==> src/rtl/instr_encoder_loader.sv <==
// -----------------------------------------------------------------------------
// instr_encoder_loader
//   Packs symbolic instructions (ADD, ADDI, BEQ) into 32-bit RV32I machine
//   words and writes them sequentially into instruction memory. It is the
//   encoder counterpart of the control-unit decoder and lets a program be
//   loaded without a ROM image.
//
// Ports
//   clk_i         rising-edge clock
//   reset_i       synchronous, active-high reset
//   start_i       restart a load: clears pointer, count and flags; blocks
//                 any accept in the same cycle
//   in_valid_i    instruction fields valid
//   in_ready_o    accept when in_valid_i & in_ready_o
//   in_op_i       00 ADD, 01 ADDI, 10 BEQ, 11 illegal
//   in_rd_i       destination register (ignored for BEQ)
//   in_rs1_i      source register 1
//   in_rs2_i      source register 2 (ignored for ADDI)
//   in_imm_i      13-bit signed immediate (ADDI uses [11:0], BEQ byte offset)
//   in_last_i     last instruction of the program
//   imem_we_o     one-cycle write strobe, one cycle after the accept
//   imem_addr_o   word address of the write
//   imem_wdata_o  encoded instruction word
//   count_o       words written since start/reset
//   full_o        count_o == IMEM_DEPTH
//   done_o        last word written; held until start/reset
//   err_o         sticky error
//   err_code_o    01 imm out of range, 10 odd BEQ offset, 11 illegal op
// -----------------------------------------------------------------------------
module instr_encoder_loader #(
  parameter int IMEM_DEPTH = 64,
  parameter int ADDR_W     = $clog2(IMEM_DEPTH)
) (
  input  logic              clk_i,
  input  logic              reset_i,
  input  logic              start_i,
  input  logic              in_valid_i,
  output logic              in_ready_o,
  input  logic [1:0]        in_op_i,
  input  logic [4:0]        in_rd_i,
  input  logic [4:0]        in_rs1_i,
  input  logic [4:0]        in_rs2_i,
  input  logic [12:0]       in_imm_i,
  input  logic              in_last_i,
  output logic              imem_we_o,
  output logic [ADDR_W-1:0] imem_addr_o,
  output logic [31:0]       imem_wdata_o,
  output logic [ADDR_W:0]   count_o,
  output logic              full_o,
  output logic              done_o,
  output logic              err_o,
  output logic [1:0]        err_code_o
);

  localparam int             CNT_W     = ADDR_W + 1;
  localparam logic [CNT_W-1:0] DEPTH_CNT = CNT_W'(IMEM_DEPTH);

  localparam logic [1:0] OP_ADD  = 2'b00;
  localparam logic [1:0] OP_ADDI = 2'b01;
  localparam logic [1:0] OP_BEQ  = 2'b10;

  localparam logic [1:0] ERR_NONE  = 2'b00;
  localparam logic [1:0] ERR_RANGE = 2'b01;
  localparam logic [1:0] ERR_ODD   = 2'b10;
  localparam logic [1:0] ERR_OP    = 2'b11;

  typedef enum logic [1:0] {
    S_LOAD,
    S_FULL,
    S_DONE,
    S_ERROR
  } state_e;

  state_e              state_q, state_d;
  logic [ADDR_W-1:0]   ptr_q, ptr_d;
  logic [CNT_W-1:0]    count_q, count_d;
  logic                we_q, we_d;
  logic [ADDR_W-1:0]   addr_q, addr_d;
  logic [31:0]         wdata_q, wdata_d;
  logic [1:0]          code_q, code_d;

  logic                accept;
  logic [31:0]         enc_word;
  logic [1:0]          chk_code;

  // Instruction packing; funct3 is 000 for all three opcodes.
  always_comb begin
    // NOTE: every always_comb output gets a default first so no path leaves
    // it unassigned, which would infer a latch.
    enc_word = '0;
    unique case (in_op_i)
      OP_ADD:  enc_word = {7'b0, in_rs2_i, in_rs1_i, 3'b000, in_rd_i, 7'b0110011};
      OP_ADDI: enc_word = {in_imm_i[11:0], in_rs1_i, 3'b000, in_rd_i, 7'b0010011};
      OP_BEQ:  enc_word = {in_imm_i[12], in_imm_i[10:5], in_rs2_i, in_rs1_i, 3'b000,
                           in_imm_i[4:1], in_imm_i[11], 7'b1100011};
      default: enc_word = '0;
    endcase
  end

  // ADDI fits in 12 bits only if bit 12 agrees with the sign bit 11.
  // BEQ's 13-bit range is always encodable, only alignment matters.
  always_comb begin
    chk_code = ERR_NONE;
    unique case (in_op_i)
      OP_ADDI: if (in_imm_i[12] != in_imm_i[11]) chk_code = ERR_RANGE;
      OP_BEQ:  if (in_imm_i[0])                  chk_code = ERR_ODD;
      OP_ADD:  chk_code = ERR_NONE;
      default: chk_code = ERR_OP;
    endcase
  end

  always_comb begin
    state_d = state_q;
    ptr_d   = ptr_q;
    count_d = count_q;
    we_d    = 1'b0;
    addr_d  = addr_q;
    wdata_d = wdata_q;
    code_d  = code_q;

    in_ready_o = (state_q == S_LOAD) && !start_i;
    accept     = in_valid_i && in_ready_o;

    if (start_i) begin
      state_d = S_LOAD;
      ptr_d   = '0;
      count_d = '0;
      addr_d  = '0;
      wdata_d = '0;
      code_d  = ERR_NONE;
    end else if (accept) begin
      if (chk_code != ERR_NONE) begin
        code_d  = chk_code;
        state_d = S_ERROR;
      end else begin
        we_d    = 1'b1;
        addr_d  = ptr_q;
        wdata_d = enc_word;
        // Pointer wraps naturally at IMEM_DEPTH (power of two).
        ptr_d   = ptr_q + ADDR_W'(1);
        count_d = count_q + CNT_W'(1);
        if (in_last_i) begin
          state_d = S_DONE;
        end else if (count_q + CNT_W'(1) == DEPTH_CNT) begin
          state_d = S_FULL;
        end
      end
    end
  end

  always_ff @(posedge clk_i) begin
    // NOTE: sequential state uses non-blocking assignments so every register
    // samples the pre-edge values, independent of statement order.
    if (reset_i) begin
      state_q <= S_LOAD;
      ptr_q   <= '0;
      count_q <= '0;
      we_q    <= 1'b0;
      addr_q  <= '0;
      wdata_q <= '0;
      code_q  <= ERR_NONE;
    end else begin
      state_q <= state_d;
      ptr_q   <= ptr_d;
      count_q <= count_d;
      we_q    <= we_d;
      addr_q  <= addr_d;
      wdata_q <= wdata_d;
      code_q  <= code_d;
    end
  end

  assign imem_we_o    = we_q;
  assign imem_addr_o  = addr_q;
  assign imem_wdata_o = wdata_q;
  assign count_o      = count_q;
  assign full_o       = (count_q == DEPTH_CNT);
  assign done_o       = (state_q == S_DONE);
  assign err_o        = (state_q == S_ERROR);
  assign err_code_o   = code_q;

endmodule

==> config.mk <==
export PLATFORM = sky130hd
export DESIGN_NAME = instr_encoder_loader
export DESIGN_NICKNAME = d
export VERILOG_FILES = /design/src/rtl/instr_encoder_loader.sv
export SDC_FILE = /design/constraint.sdc
export NUM_CORES = 1
export LEC_CHECK = 0
export BUFFER_PORTS_ARGS = -buffer_cell sky130_fd_sc_hd__clkbuf_2
export CAP_MARGIN = 10
export CORE_ASPECT_RATIO = 1.2
export CORE_MARGIN = 3
export CORE_UTILIZATION = 35
export DETAILED_ROUTE_END_ITERATION = 10
export HOLD_SLACK_MARGIN = 0.12
export SKIP_LAST_GASP = 1
export SYNTH_ARGS = -nofsm -noshare
export SYNTH_HDL_FRONTEND = slang
export SYNTH_SLANG_ARGS = --single-unit
==> constraint.sdc <==
create_clock -name clk_i -period 1.92 [get_ports clk_i]
set_input_delay 0.384 -clock clk_i [delete_from_list [all_inputs] [get_ports clk_i]]
set_output_delay 0.384 -clock clk_i [all_outputs]
set_load 0.01 [all_outputs]
==> qor.yml <==
yosys:
  synth.avg_cell_area_um2: 8.338
  synth_cell_type_count: 42
  synth_cells: 268
  share_of_synthesized_registers_carrying_an_async_set_or_reset_pct: 0
  synth-edff-count: 0
  yosys_warnings: 0
  ys_ff_latch: 50
  mappedNetlistArea_um2: 2235
  portion_of_the_post_synthesis_area_used_by_sequential_elements_pct: 44.79
  ys.flop_type: "sky130_fd_sc_hd__dfxtp_1"
global_route:
  antenna_found_initial: 0
  tot_gr_track_use_pct: 15.19
  vias_in_the_first_global_route: 1921
  largest_net_degree_at_the_start_of_global_routing: 46
  grt_remaining_overflow: 0
  global_route_wire_length_before_repair_mm: 9.066
route:
  route.vias.total: 2171
  wl_per_cell_um: 12.69
  drt-vias-per-instance: 4.991
  met1Wirelength_mm: 2.525
  wl_met3_um: 267
  totalWireLength_mm: 5.520
  highest_routed_metal_layer: "met4"
  detail_route.iter0.violations: 74
  routed-wl-met2_mm: 2.654
  drt-pass1-iter-count: 4
  drc: 0
  final_antenna_net_count: 0
floorplan:
  ios: 87
  chipWidth_um: 78.94
  die-area_um2: 7383
  die_y_um: 93.53
  floorplan.initialDensity_pct: 36.46
  core-area_um2: 6128
  core.rowCount: 31
placed_design:
  estimated_wirelength_of_the_detail_placed_design_mm: 4.061
  port_buffers: 81
  gp_congestion: 0.7987
  pre_cts_ws_ns: 0.04437
clock_network:
  cts.root.buffer_cell: "sky130_fd_sc_hd__clkbuf_8"
  htreeDepth: 2
  worst_setup_hold_path_clk_slew_ns: 0.10
  cts.path.max_buffers: 2
  clkSinkCount: 50
  cts_tree: "built"
  post_cts_setup_driven_buffer_insertion_count: 0
  cts.hold.buffers_added: 0
  tritoncts_buffer_count: 5
  clk_latency_ns: 0.31
  post_cts.resized_instances: 0
pwr:
  leakagePower_nw: 1.183
  irDropWorstVdd_mv: 0.2738
  report.power.total_mw: 1.881
  power.density_nw_per_um2: 662.3
layout:
  layout.cells.most_common_list: "81 x sky130_fd_sc_hd__clkbuf_2, 50 x sky130_fd_sc_hd__dfxtp_1, 40 x sky130_fd_sc_hd__nand2_1"
  drive_gt1_share_pct: 31.44
  finish.net_count: 391
  commonest_non_fill_non_tap_cell_in_the_layout: "sky130_fd_sc_hd__clkbuf_2"
  syn_to_final_growth_pct: 27.10
  n_antenna_cell: 0
  fillerInstances: 653
timing:
  finalSetupTns_ns: 0
  layout_worst_path_cycle_share_pct: 93.99
  final_critical_path_setup_slack_ns: 0.1153
  slew_viol_final: 0
  worst_clock_skew_ns: 0.01144
  timing.final.hold_violations: 0
  hold_ws_ns: 0.2881
  setup_viol_count_final: 0
  highest_clock_rate_mhz: 554.1
  final_period_minus_worst_setup_slack_ns: 1.805
  rsz0062_at_grt: "false"
worst_setup_path:
  path_max_fanout: 6
  timing_worst_setup_path_type: "register to register"
  ff2ff_setup_slack_ns: 0.12
  critPathRequiredTime_ns: 2.16
  worst_setup_path_start_kind: "register"
  reg2reg_depth: 4
  critical_path.endpoint_type: "register"
  timing.critical_path.arrival_ns: 2.04
run:
  drv.max_cap_violation_count: 0
min_path:
  whs_path_depth: 3
  min_path_type: "primary input to register"
outcome:
  status: "finished clean"
## worst max-delay path: stages, from the launching register on
cell,delay (ns)
sky130_fd_sc_hd__dfxtp_1,0.36
sky130_fd_sc_hd__or4b_1,0.67
sky130_fd_sc_hd__a2111oi_4,0.50
sky130_fd_sc_hd__a32oi_1,0.12
sky130_fd_sc_hd__o21ai_1,0.10
## worst paths after layout
path,start,to
worst max-delay path,state_q[0]$_SDFFE_PP0P_,imem_wdata_o[20]$_SDFFE_PP0P_
worst min-delay path,in_rs1_i[2],imem_wdata_o[17]$_SDFFE_PP0P_
worst max register to register,state_q[0]$_SDFFE_PP0P_,imem_wdata_o[20]$_SDFFE_PP0P_
worst min register to register,imem_wdata_o[27]$_SDFFE_PP0P_,imem_wdata_o[27]$_SDFFE_PP0P_
## flip-flops by register name, indices dropped and copies added (netlist names)
signal and count:
imem_we_o 1, err_code_o 2, count_o 7, imem_wdata_o 26, state_q 2, ptr_q 6, imem_addr_o 6
## Yosys cell counts, types with 2 or more instances
library cell | n | area share [%]
sky130_fd_sc_hd__a211oi_1 | 2 | 0.67
sky130_fd_sc_hd__a21oi_1 | 32 | 7.2
sky130_fd_sc_hd__a221o_1 | 4 | 1.8
sky130_fd_sc_hd__a221oi_1 | 6 | 2.4
sky130_fd_sc_hd__a31oi_1 | 2 | 0.56
sky130_fd_sc_hd__and3_1 | 4 | 1.1
sky130_fd_sc_hd__buf_2 | 7 | 1.6
sky130_fd_sc_hd__buf_4 | 6 | 2.0
sky130_fd_sc_hd__clkbuf_1 | 8 | 1.3
sky130_fd_sc_hd__dfxtp_1 | 50 | 45
sky130_fd_sc_hd__ha_1 | 4 | 2.2
sky130_fd_sc_hd__inv_1 | 7 | 1.2
sky130_fd_sc_hd__nand2_1 | 40 | 6.7
sky130_fd_sc_hd__nand3_1 | 13 | 2.9
sky130_fd_sc_hd__nor2_1 | 22 | 3.7
sky130_fd_sc_hd__nor3_1 | 8 | 1.8
sky130_fd_sc_hd__nor4_1 | 3 | 0.84
sky130_fd_sc_hd__o21a_1 | 2 | 0.67
sky130_fd_sc_hd__o21ai_0 | 12 | 2.7
sky130_fd_sc_hd__o21ai_1 | 3 | 0.67
sky130_fd_sc_hd__or2_2 | 2 | 0.56
sky130_fd_sc_hd__or3_1 | 8 | 2.2
sky130_fd_sc_hd__xnor2_1 | 4 | 1.6
## through the flow
step | utilization, % | instances | area, um^2
final | 46.35 | 435 | 2840
after global routing | 46.35 | 435 | 2840
after CTS | 46.35 | 435 | 2840
after detailed placement | 44.94 | 427 | 2754
after global placement | 44.94 | 427 | 2754
after floorplan | - | 272 | 2250
## per-layer routing
| metal | vias up | GRT usage (%) |
|---|---|---|
| met5 | - | 0 |
| met4 | 0 | 5.874 |
| met3 | 7 | 2.697 |
| met2 | 56 | 25.07 |
| met1 | 1005 | 19.67 |
| li1 | 1103 | - |
## cell families (layout without fill, tap and decap cells)
group / Yosys count / in the layout / share of synthesized area [%]
xor gates and xnor gates: 5 / 5 / 1.960
and+or+nand+nor: 107 / 107 / 23.35
DFF: 50 / 50 / 44.79
AOI/OAI and AO/OA: 71 / 71 / 20.72
adders and majority gates: 4 / 4 / 2.240
buffers and inverters: 30 / 111 / 6.775
other: 1 / 5 / 0.1678
## power by group
| group | switching [mW] | internal [mW] |
|---|---|---|
| logic | 0.125 | 0.0842 |
| clock network | 0.355 | 0.258 |
| registers | 0.0102 | 1.05 |
## final cells by class
| type | count | area (um^2) | share of cell area [%] |
|---|---|---|---|
| clock buffers | 6 | 72.57 | 2.555 |
| clock inverters | 2 | 13.76 | 0.4846 |
| inverters | 8 | 30.03 | 1.057 |
| multi-input cells | 192 | 1097 | 38.63 |
| flip-flops and latches | 50 | 1001 | 35.24 |
| well taps | 82 | 102.6 | 3.612 |
| repair buffers | 95 | 523.0 | 18.41 |
No activity file was read; power rests on OpenSTA's default activity.
